<file path="config.mk">
export PLATFORM = sky130hd
export DESIGN_NAME = mem_stage_ctrl
export DESIGN_NICKNAME = d
export VERILOG_FILES = /design/src/rtl/lc3b_types.sv /design/src/rtl/mem_stage_ctrl_lane_steer.sv /design/src/rtl/mem_stage_ctrl.sv
export SDC_FILE = /design/constraint.sdc
export NUM_CORES = 1
export LEC_CHECK = 0
export CAP_MARGIN = 40
export CORE_MARGIN = 5
export CORE_UTILIZATION = 47
export DETAILED_ROUTE_END_ITERATION = 10
export PLACE_DENSITY_LB_ADDON = 0.12
export SLEW_MARGIN = 20
export SYNTH_ARGS = -nofsm -noshare
export SYNTH_HDL_FRONTEND = slang
export SYNTH_SLANG_ARGS = --single-unit
</file>
<file path="constraint.sdc">
create_clock -name clk -period 2.8 [get_ports clk]
set_clock_uncertainty 0.05 [all_clocks]
set_input_delay 0.84 -clock clk [delete_from_list [all_inputs] [get_ports clk]]
set_output_delay 0.84 -clock clk [all_outputs]
set_load 0.01 [all_outputs]
</file>
<file path="src/rtl/lc3b_types.sv">
// Shared LC-3b types: opcode enum, MEM-stage controller states, byte-enable codes
// and opcode classification helpers.
package lc3b_types;

  typedef logic [15:0] lc3b_word;

  typedef enum logic [3:0] {
    OP_BR   = 4'h0, OP_ADD = 4'h1, OP_LDB = 4'h2, OP_STB = 4'h3,
    OP_JSR  = 4'h4, OP_AND = 4'h5, OP_LDR = 4'h6, OP_STR = 4'h7,
    OP_RTI  = 4'h8, OP_NOT = 4'h9, OP_LDI = 4'hA, OP_STI = 4'hB,
    OP_JMP  = 4'hC, OP_SHF = 4'hD, OP_LEA = 4'hE, OP_TRAP = 4'hF
  } lc3b_opcode;

  typedef enum logic [1:0] {
    IDLE = 2'd0,
    PTR  = 2'd1,
    DATA = 2'd2,
    DONE = 2'd3
  } mem_ctrl_state_t;

  localparam logic [1:0] BE_WORD = 2'b11;
  localparam logic [1:0] BE_LO   = 2'b01;
  localparam logic [1:0] BE_HI   = 2'b10;

  function automatic logic is_load(lc3b_opcode op);
    return op inside {OP_LDB, OP_LDR, OP_LDI};
  endfunction

  function automatic logic is_store(lc3b_opcode op);
    return op inside {OP_STB, OP_STR, OP_STI};
  endfunction

  function automatic logic is_indirect(lc3b_opcode op);
    return op inside {OP_LDI, OP_STI};
  endfunction

  function automatic logic is_byte_op(lc3b_opcode op);
    return op inside {OP_LDB, OP_STB};
  endfunction

endpackage

</file>
<file path="src/rtl/mem_stage_ctrl_lane_steer.sv">
// Byte-lane steering for the MEM stage: byte enables, store-data replication
// and load byte selection with zero extension.
module mem_lane_steer
  import lc3b_types::*;
(
  input  logic        byte_op,
  input  logic        lane_hi,
  input  logic [15:0] st_data,
  input  logic [15:0] rdata,
  output logic [1:0]  byte_en,
  output logic [15:0] wdata,
  output logic [15:0] load_val
);

  always_comb begin
    byte_en  = BE_WORD;
    wdata    = st_data;
    load_val = rdata;
    if (byte_op) begin
      // The store byte goes on both lanes; the enable picks which one lands.
      byte_en  = lane_hi ? BE_HI : BE_LO;
      wdata    = {st_data[7:0], st_data[7:0]};
      load_val = lane_hi ? {8'h00, rdata[15:8]} : {8'h00, rdata[7:0]};
    end
  end

endmodule

</file>
<file path="src/rtl/mem_stage_ctrl.sv">
// LC-3b MEM-stage sequencer for LDB/LDR/LDI/STB/STR/STI with watchdog.
// Optional macro MEM_STAGE_CTRL_ALIGN_CHECK_EN aborts misaligned word accesses.
module mem_stage_ctrl
  import lc3b_types::*;
#(
  parameter int TIMEOUT = 256
) (
  input  logic        clk,
  input  logic        rst_n,
  input  logic        req_valid,
  output logic        req_ready,
  input  logic [3:0]  opcode,
  input  logic [15:0] eff_addr,
  input  logic [15:0] st_data,
  output logic        mem_read,
  output logic        mem_write,
  output logic [15:0] mem_address,
  output logic [15:0] mem_wdata,
  output logic [1:0]  mem_byte_en,
  input  logic        mem_resp,
  input  logic [15:0] mem_rdata,
  output logic [15:0] load_data,
  output logic        done,
  output logic        err,
  output logic        misalign,
  output logic [1:0]  dbg_state
);

`ifdef MEM_STAGE_CTRL_ALIGN_CHECK_EN
  localparam logic ALIGN_CHECK = 1'b1;
`else
  localparam logic ALIGN_CHECK = 1'b0;
`endif

  localparam int CW = (TIMEOUT > 2) ? $clog2(TIMEOUT) : 1;

  // Handshake: a request transfers on a rising edge where req_valid && req_ready;
  // req_ready is high only in IDLE, so at most one request is in flight.
  mem_ctrl_state_t state_q;
  lc3b_opcode      op_q, op_in;
  logic [15:0]     addr_q, data_q, ptr_q, load_q;
  logic [CW-1:0]   cnt_q;
  logic            err_q, mis_q, timeout_hit;
  logic [1:0]      steer_be;
  logic [15:0]     steer_wdata, steer_load;

  assign op_in       = lc3b_opcode'(opcode);
  assign timeout_hit = (TIMEOUT != 0) && (cnt_q == CW'(TIMEOUT - 1));

  mem_lane_steer u_steer (
    .byte_op  (is_byte_op(op_q)),
    .lane_hi  (addr_q[0]),
    .st_data  (data_q),
    .rdata    (mem_rdata),
    .byte_en  (steer_be),
    .wdata    (steer_wdata),
    .load_val (steer_load)
  );

  always_ff @(posedge clk) begin
    if (!rst_n) begin
      state_q <= IDLE;
      op_q    <= OP_BR;
      addr_q  <= '0;
      data_q  <= '0;
      ptr_q   <= '0;
      load_q  <= '0;
      cnt_q   <= '0;
      err_q   <= 1'b0;
      mis_q   <= 1'b0;
    end else begin
      case (state_q)
        IDLE: if (req_valid) begin
          op_q   <= op_in;
          addr_q <= eff_addr;
          data_q <= st_data;
          cnt_q  <= '0;
          if (!(is_load(op_in) || is_store(op_in))) begin
            state_q <= DONE;
          end else if (ALIGN_CHECK && !is_byte_op(op_in) && eff_addr[0]) begin
            state_q <= DONE;
            mis_q   <= 1'b1;
          end else begin
            state_q <= is_indirect(op_in) ? PTR : DATA;
          end
        end
        PTR: if (mem_resp) begin
          ptr_q <= mem_rdata;
          cnt_q <= '0;
          if (ALIGN_CHECK && mem_rdata[0]) begin
            state_q <= DONE;
            mis_q   <= 1'b1;
          end else begin
            state_q <= DATA;
          end
        end else if (timeout_hit) begin
          state_q <= DONE;
          err_q   <= 1'b1;
        end else begin
          cnt_q <= cnt_q + CW'(1);
        end
        DATA: if (mem_resp) begin
          state_q <= DONE;
          load_q  <= is_load(op_q) ? steer_load : '0;
        end else if (timeout_hit) begin
          state_q <= DONE;
          err_q   <= 1'b1;
        end else begin
          cnt_q <= cnt_q + CW'(1);
        end
        default: begin
          state_q <= IDLE;
          load_q  <= '0;
          err_q   <= 1'b0;
          mis_q   <= 1'b0;
        end
      endcase
    end
  end

  always_comb begin
    mem_read    = 1'b0;
    mem_write   = 1'b0;
    mem_address = '0;
    mem_byte_en = '0;
    mem_wdata   = '0;
    if (state_q == PTR) begin
      mem_read    = 1'b1;
      mem_address = {addr_q[15:1], 1'b0};
      mem_byte_en = BE_WORD;
    end else if (state_q == DATA) begin
      mem_read    = is_load(op_q);
      mem_write   = is_store(op_q);
      mem_byte_en = steer_be;
      mem_wdata   = is_store(op_q) ? steer_wdata : '0;
      if (is_indirect(op_q))     mem_address = {ptr_q[15:1], 1'b0};
      else if (is_byte_op(op_q)) mem_address = addr_q;
      else                       mem_address = {addr_q[15:1], 1'b0};
    end
  end

  assign req_ready = (state_q == IDLE);
  assign done      = (state_q == DONE);
  assign load_data = load_q;
  assign err       = err_q;
  assign misalign  = mis_q & ALIGN_CHECK;
  assign dbg_state = state_q;

endmodule

</file>
# Yosys cells after proc, flatten, opt, wreduce, memory -nomap -nowiden
# Index checks and enable logic that the tools add are counted.
# classes
addsub,1
n_eq_ne,21
n_mux,36
bitwise,2
reduce_logical,17
# ops
cell,n
$mux W16,10
$mux W8,5
$pmux W16 S2,1
$pmux W8 S3,1
$mux W2,10
$eq A4 B2 Y1 const B,4
$eq A4 B3 Y1 const B,4
$eq A4 B4 Y1 const B,4
$reduce_bool A3 Y1,5
$add A8 B1 Y8 const B,1
$eq A8 B8 Y1 const B,1
$ne A2 B2 Y1 const B,4
$mux W1,7
$pmux W2 S3,1
$reduce_and A2 Y1,3
$reduce_and A3 Y1,2
$reduce_bool A2 Y1,3
$eq A2 B2 Y1 const B,2
$reduce_or A2 Y1,2
$eq A2 B1 Y1 const B,1
$logic_not A2 Y1,1
$ne A2 B1 Y1 const B,1
$not A1 Y1,2
$pmux W1 S2,1
$logic_or A1 B1 Y1,1
# totals
reg_bits,79
input_bits,56
output_inout_bits,58

# Depth between registers and ports, before layout
# Gate-level depths: netlist of run 1.
# logic_depth
ltp_word,6
depth_mapped,9
depth_no_buf,6

# Hierarchy
# Synthesis of run 1 repeated with hierarchy kept, for this count alone.
# unflattened
hier_cells,482
hier_area_um2,3930.0
# modules_own_cells
module,n_inst,cells_per_inst,area_each_um2
mem_stage_ctrl,1,446,3557.2
mem_lane_steer,1,36,372.9

# Worst setup path after synthesis of run 1
# OpenSTA, ideal clock, no wires.
# synth_timing
path_kind,reg-to-output
startpoint,"register state_q[1], in the netlist dbg_state[1]"
endpoint,output mem_address[10]
arrival_ns,1.696
required_time_ns,1.910
path_slack_ns,0.214
stages_incl_launch_ff,8
cell_sequence,dfxtp_1 > inv_1 > ha_1 > clkbuf_1 > and4bb_2 > buf_2 > nand2_1 > a21oi_1
# synth_between
elab_chain_cells,3
# synth_rtl
item,line_no,rtl
start: declaration,mem_stage_ctrl.sv:39,mem_ctrl_state_t state_q;
start signal: assignment,mem_stage_ctrl.sv:84,state_q <= is_indirect(op_in) ? PTR : DATA;
$eq A2 B2 Y1,mem_stage_ctrl.sv:131,end else if (state_q == DATA) begin
$mux W16,mem_stage_ctrl.sv:131,
$mux W16 (*),mem_stage_ctrl.sv:127,if (state_q == PTR) begin
end: declaration,mem_stage_ctrl.sv:17,"output logic [15:0] mem_address,"
# Mark *: on every way between the ends. The rest lies on a longest branch, timed or not.

# Worst setup path in the final report of run 1
# layout_timing
startpoint,"register state_q[1], in the netlist dbg_state[1]"
endpoint,output mem_address[9]
# Same word-level chain as after synthesis.

==> results of run 1 <==
[worst reg2reg max path, cell delays in order (launching register included)]
cell and delay, ns:
sky130_fd_sc_hd__dfxtp_1 0.32, sky130_fd_sc_hd__inv_1 0.10, sky130_fd_sc_hd__ha_1 0.38, sky130_fd_sc_hd__or2_4 0.23
sky130_fd_sc_hd__o211ai_2 0.19, sky130_fd_sc_hd__or4_1 0.52, sky130_fd_sc_hd__a21oi_1 0.15
[stage by stage]
| step | TNS [ns] | cells | utilization, % | total power (W) | hold slack (ns) |
|---|---|---|---|---|---|
| after global placement | 0 | 664 | 64.1 | 0.00280 | 0.395 |
| after global routing | -0.000876 | 683 | 66.9 | 0.00382 | 0.439 |
| after CTS | 0 | 683 | 66.8 | 0.00358 | 0.421 |
| final | 0 | 683 | 66.9 | 0.00358 | 0.417 |
| after detailed placement | -0.00747 | 664 | 64.1 | 0.00283 | 0.396 |
| after floorplan | 0 | 465 | - | 0.00234 | 0.394 |
[cell usage in the layout, fill, tap and decap left out, types with 3 or more instances in the layout]
cell / count
sky130_fd_sc_hd__a21boi_0: 51
sky130_fd_sc_hd__a21oi_1: 32
sky130_fd_sc_hd__a32oi_1: 8
sky130_fd_sc_hd__and2_1: 10
sky130_fd_sc_hd__buf_2: 4
sky130_fd_sc_hd__buf_4: 14
sky130_fd_sc_hd__clkbuf_2: 5
sky130_fd_sc_hd__clkbuf_8: 9
sky130_fd_sc_hd__clkdlybuf4s15_1: 11
sky130_fd_sc_hd__clkdlybuf4s50_1: 75
sky130_fd_sc_hd__clkinv_2: 3
sky130_fd_sc_hd__clkinvlp_4: 3
sky130_fd_sc_hd__dfxtp_1: 75
sky130_fd_sc_hd__dfxtp_2: 3
sky130_fd_sc_hd__dlygate4sd2_1: 14
sky130_fd_sc_hd__dlymetal6s2s_1: 3
sky130_fd_sc_hd__ha_1: 3
sky130_fd_sc_hd__inv_1: 3
sky130_fd_sc_hd__mux2i_1: 8
sky130_fd_sc_hd__nand2_1: 155
sky130_fd_sc_hd__nand2b_1: 4
sky130_fd_sc_hd__nand3_1: 3
sky130_fd_sc_hd__nor2_1: 6
sky130_fd_sc_hd__nor2b_1: 9
sky130_fd_sc_hd__nor3_1: 3
sky130_fd_sc_hd__o21ai_0: 7
sky130_fd_sc_hd__o2bb2ai_1: 8
sky130_fd_sc_hd__o31ai_1: 4
sky130_fd_sc_hd__or4_1: 3
[how the worst min path moves through the flow]
stage,end,slack (ns),cells after the start
detailed placement,load_data[3],0.40,1
floorplan,addr_q[10],0.39,2
global placement,load_data[4],0.39,1
CTS,data_q[14],0.42,2
finish,data_q[14],0.42,2
global route,load_data[3],0.44,1
[cells by family after synthesis]
group           after synthesis  share of synthesized area (%)
buf+inv                      35                           4.56
flops                        78                           41.8
compound gates              124                           23.2
other cells                   1                          0.100
mux                           8                           2.14
simple gates                214                           26.5
fa+ha+maj                     5                           1.68
[state kept, by name (all words and copies together) (netlist names)]
| name | cells |
|---|---|
| data_q | 16 |
| err | 1 |
| ptr_q | 15 |
| addr_q | 16 |
| dbg_state | 2 |
| op_q | 4 |
| load_data | 16 |
| cnt_q | 8 |
[layer usage]
| layer | part of all wire, % | wire, um | GRT usage, % | vias to the layer above |
|---|---|---|---|---|
| met3 | 6.5 | 682 | 5.05 | 18 |
| met1 | 46 | 4840 | 27.5 | 1683 |
| met5 | 0 | 0 | 0 | - |
| met4 | 1.8 | 190 | 7.56 | 0 |
| li1 | - | - | - | 1803 |
| met2 | 45 | 4710 | 33.5 | 123 |
[cell type report]
class                   instances  area [um2]  area share (%)
clock buffers                  10         128            2.47
repair inverters                1        7.51           0.145
well taps                     102         128            2.47
clock inverters                 6        38.8           0.751
flip-flops and latches         78        1570            30.3
multi-input cells             353        2070            40.0
inverters                       4        17.5           0.339
repair buffers                129        1210            23.5
[cell usage after synthesis (2+ instances only)]
library cell	instances
sky130_fd_sc_hd__a21boi_0	51
sky130_fd_sc_hd__a21o_1	2
sky130_fd_sc_hd__a21oi_1	32
sky130_fd_sc_hd__a31oi_1	2
sky130_fd_sc_hd__a32oi_1	8
sky130_fd_sc_hd__and2_1	10
sky130_fd_sc_hd__buf_2	7
sky130_fd_sc_hd__buf_4	2
sky130_fd_sc_hd__buf_6	3
sky130_fd_sc_hd__clkbuf_1	19
sky130_fd_sc_hd__dfxtp_1	78
sky130_fd_sc_hd__ha_1	5
sky130_fd_sc_hd__inv_1	4
sky130_fd_sc_hd__mux2i_1	8
sky130_fd_sc_hd__nand2_1	155
sky130_fd_sc_hd__nand2b_1	4
sky130_fd_sc_hd__nand3_1	4
sky130_fd_sc_hd__nand3b_1	2
sky130_fd_sc_hd__nor2_1	6
sky130_fd_sc_hd__nor2b_1	10
sky130_fd_sc_hd__nor3_1	3
sky130_fd_sc_hd__o211a_1	2
sky130_fd_sc_hd__o21ai_0	7
sky130_fd_sc_hd__o2bb2ai_1	8
sky130_fd_sc_hd__o31ai_1	4
sky130_fd_sc_hd__or4_1	3
[where the power goes]
group | internal, W | total [W] | switching (W)
logic | 0.000634 | 0.00148 | 0.000842
clock network | 0.000318 | 0.000721 | 0.000402
registers | 0.00126 | 0.00138 | 0.000117
total | 0.00222 | 0.00358 | 0.00136
[repair_timing]
item                                    in CTS  in global routing
resized for setup                           57                 29
gates cloned                                 2                  0
pin swaps                                    2                  0
setup buffers                                1                  0
endpoints found under the hold margin        0                  0
endpoints found under the setup margin      35                 34
==> run summary, run 1 <==
The run finished with clean final reports. The run gives 41.8% as the sequential fraction of the synthesis area. The first global-routing pass estimated 16900 um of wire. For the worst setup path, the data required time is 1.91 ns. In this run the remaining antenna-violating nets after routing total 0. In this run the worst path has a maximum fanout of 15. The average instance in the mapped netlist occupies 8.03 um2. Clock-pin slew was measured on the worst setup and hold paths at 0.08 ns. The logs give 0.368 GHz for the maximum frequency from static timing analysis and 0.383 mV for the maximum ir drop on the vdd rail. The tools report the DRC marker count from the first detailed-route iteration as 150. The number of optimization iterations in the first detailed-route pass came out at 4.

The number of antenna diodes in the final layout is 0. The termination of the worst setup path is mem_address[9]. The slack of the worst reg-to-reg path came out at 0.80 ns. TritonCTS built the clock tree. The actual transition at the worst max-transition pin works out to 0.757 ns. For this run, the slowest stage of the critical path takes 0.34 ns. Before CTS, the worst setup slack after placement is -0.00747 ns. The H-tree generated during clock tree synthesis spans 3 levels. In this run the critical register-to-register path is launched from dbg_state[1].

The tools report the worst min-delay path startpoint as data_q[14]. The floorplan row count is 32, and the initial core utilization is 48.3%. The tools report the overall via count from detail_route as 3627. Fraction of synthesized cell area taken by the top area cell type: 41.8%. The worst register-to-register path ends at cnt_q[4]. Number of slew-limit violations in the final report: 0. The number of I/O port buffers was 112; the share of cells above drive strength 1 was 11.4%. The floorplan step defined a die boundary enclosing 9830 um2. The most used flip-flop cell after synthesis is sky130_fd_sc_hd__dfxtp_1. After detailed routing, the average wire length per cell comes to 15.3 um. The largest net degree at the start of global routing was 37. Worst-case reg-to-reg path depth: 6. Global routing finished with a remaining overflow of 0. The logs give 0 for the DRC violation count after routing and 5170 um2 for the area of all placed cells without fillers.

The number of flops mapped to enable cells by yosys is 0. The later pin in the worst-skew pair is clocked with a latency of 0.35 ns. In this run, CTS created clock tree buffers numbering 9. Counting distinct cell types in the post-synthesis netlist gives 52.

For this design the top-level I/O count stands at 114. Setup violations remaining at the end of the flow were counted as 0. The die extent in y is 99.1 um.

Worst setup path startpoint: dbg_state[1]. Traced cell by cell, the critical path runs through inv_1 -> ha_4 -> nand4bb_1 -> buf_12 -> nand2_1 -> a21oi_1 -> dlygate4sd2_1. For the initial antenna violation count, the log shows 0.

The critical path runs through a total of 7 cells. The final critical path takes up 97.1% of the cycle. The cell area that synthesis handed to floorplanning was 3730 um2. The logs give 2 for the maximum clock insertion buffer count and 10400 um for the aggregate routed wire length. STA classifies the critical path startpoint as a flip-flop. The die is 99.1 um wide. Synthesis produced 465 cells. The worst setup path is captured at a primary output. The max-cap violation count was 0; the number of warnings issued by yosys was 0.

The number of synthesized register bits came out at 78. The final hold violation count was 0. Among all stages on the critical path, the largest delay is contributed by sky130_fd_sc_hd__dfxtp_1. The path class of the tightest hold or removal check is flip-flop to flip-flop. The smallest clock period supported by the final layout is computed as 2.72 ns.

The arrival time at the worst endpoint is 1.83 ns. Summing all placed instances gives a cell area of 4960 um2. The number of fill cells in the layout was 684; the fraction of synthesis flops using an asynchronous set or reset pin was 0%.

The worst-case headroom to the max-slew limit was 49.3%. Together, buffers and inverters on the worst path number 3. In this design, the largest share of critical-path delay is due to buffers and inverters. The tree built by TritonCTS fans out to 78 sinks. The number of hold buffers added after CTS was 0.

The power density over the cells is 692 nW/um2. By area the synthesized netlist is led by sky130_fd_sc_hd__dfxtp_1, sky130_fd_sc_hd__nand2_1, sky130_fd_sc_hd__a21boi_0, sky130_fd_sc_hd__a21oi_1, sky130_fd_sc_hd__mux2i_1. The ratio of routed vias to standard cells works out to 5.31.

Master cell of the clock root buffer: sky130_fd_sc_hd__clkbuf_8. The wire-length estimate of the detail-placed layout is 7510 um. The layout net count was 637; the growth of design area from synthesis to finish was 38.4%. The tools report the number of global-route vias before repair as 3478. The critical path is of the flip-flop to primary output type.

Routability-driven placement finished with a final weighted congestion of 0.867. Summed over all cells, the static leakage comes to 2.00 nW. The run gives 526 as the net count of the mapped netlist. Across all setup checks in the final design, the least slack found is 0.0820 ns. Global routing consumed, over all layers together, 20.9% of the routing resources. Summed over all instances, the cell type with the most area after synthesis is sky130_fd_sc_hd__dfxtp_1. The placeable core area was 7730 um2.
Power figures use the tool's default switching activity.
==> run 2: changes to the inputs <==
--- a/config.mk
+++ b/config.mk
@@ -5,10 +5,11 @@
 export SDC_FILE = /design/constraint.sdc
 export NUM_CORES = 1
 export LEC_CHECK = 0
-export CAP_MARGIN = 40
+export CAP_MARGIN = 20
 export CORE_MARGIN = 5
 export CORE_UTILIZATION = 47
 export DETAILED_ROUTE_END_ITERATION = 10
+export HOLD_SLACK_MARGIN = 0.06
 export PLACE_DENSITY_LB_ADDON = 0.12
 export SLEW_MARGIN = 20
 export SYNTH_ARGS = -nofsm -noshare
==> results of run 2 <==
Final layout, timing and power as in run 1 (identical DEF).
==> run 3: changes to the inputs <==
--- a/config.mk
+++ b/config.mk
@@ -9,7 +9,7 @@
 export CORE_MARGIN = 5
 export CORE_UTILIZATION = 47
 export DETAILED_ROUTE_END_ITERATION = 10
-export HOLD_SLACK_MARGIN = 0.06
+export HOLD_SLACK_MARGIN = 0.08
 export PLACE_DENSITY_LB_ADDON = 0.12
 export SLEW_MARGIN = 20
 export SYNTH_ARGS = -nofsm -noshare
==> results of run 3 <==
Final layout, timing and power as in run 1 (identical DEF).
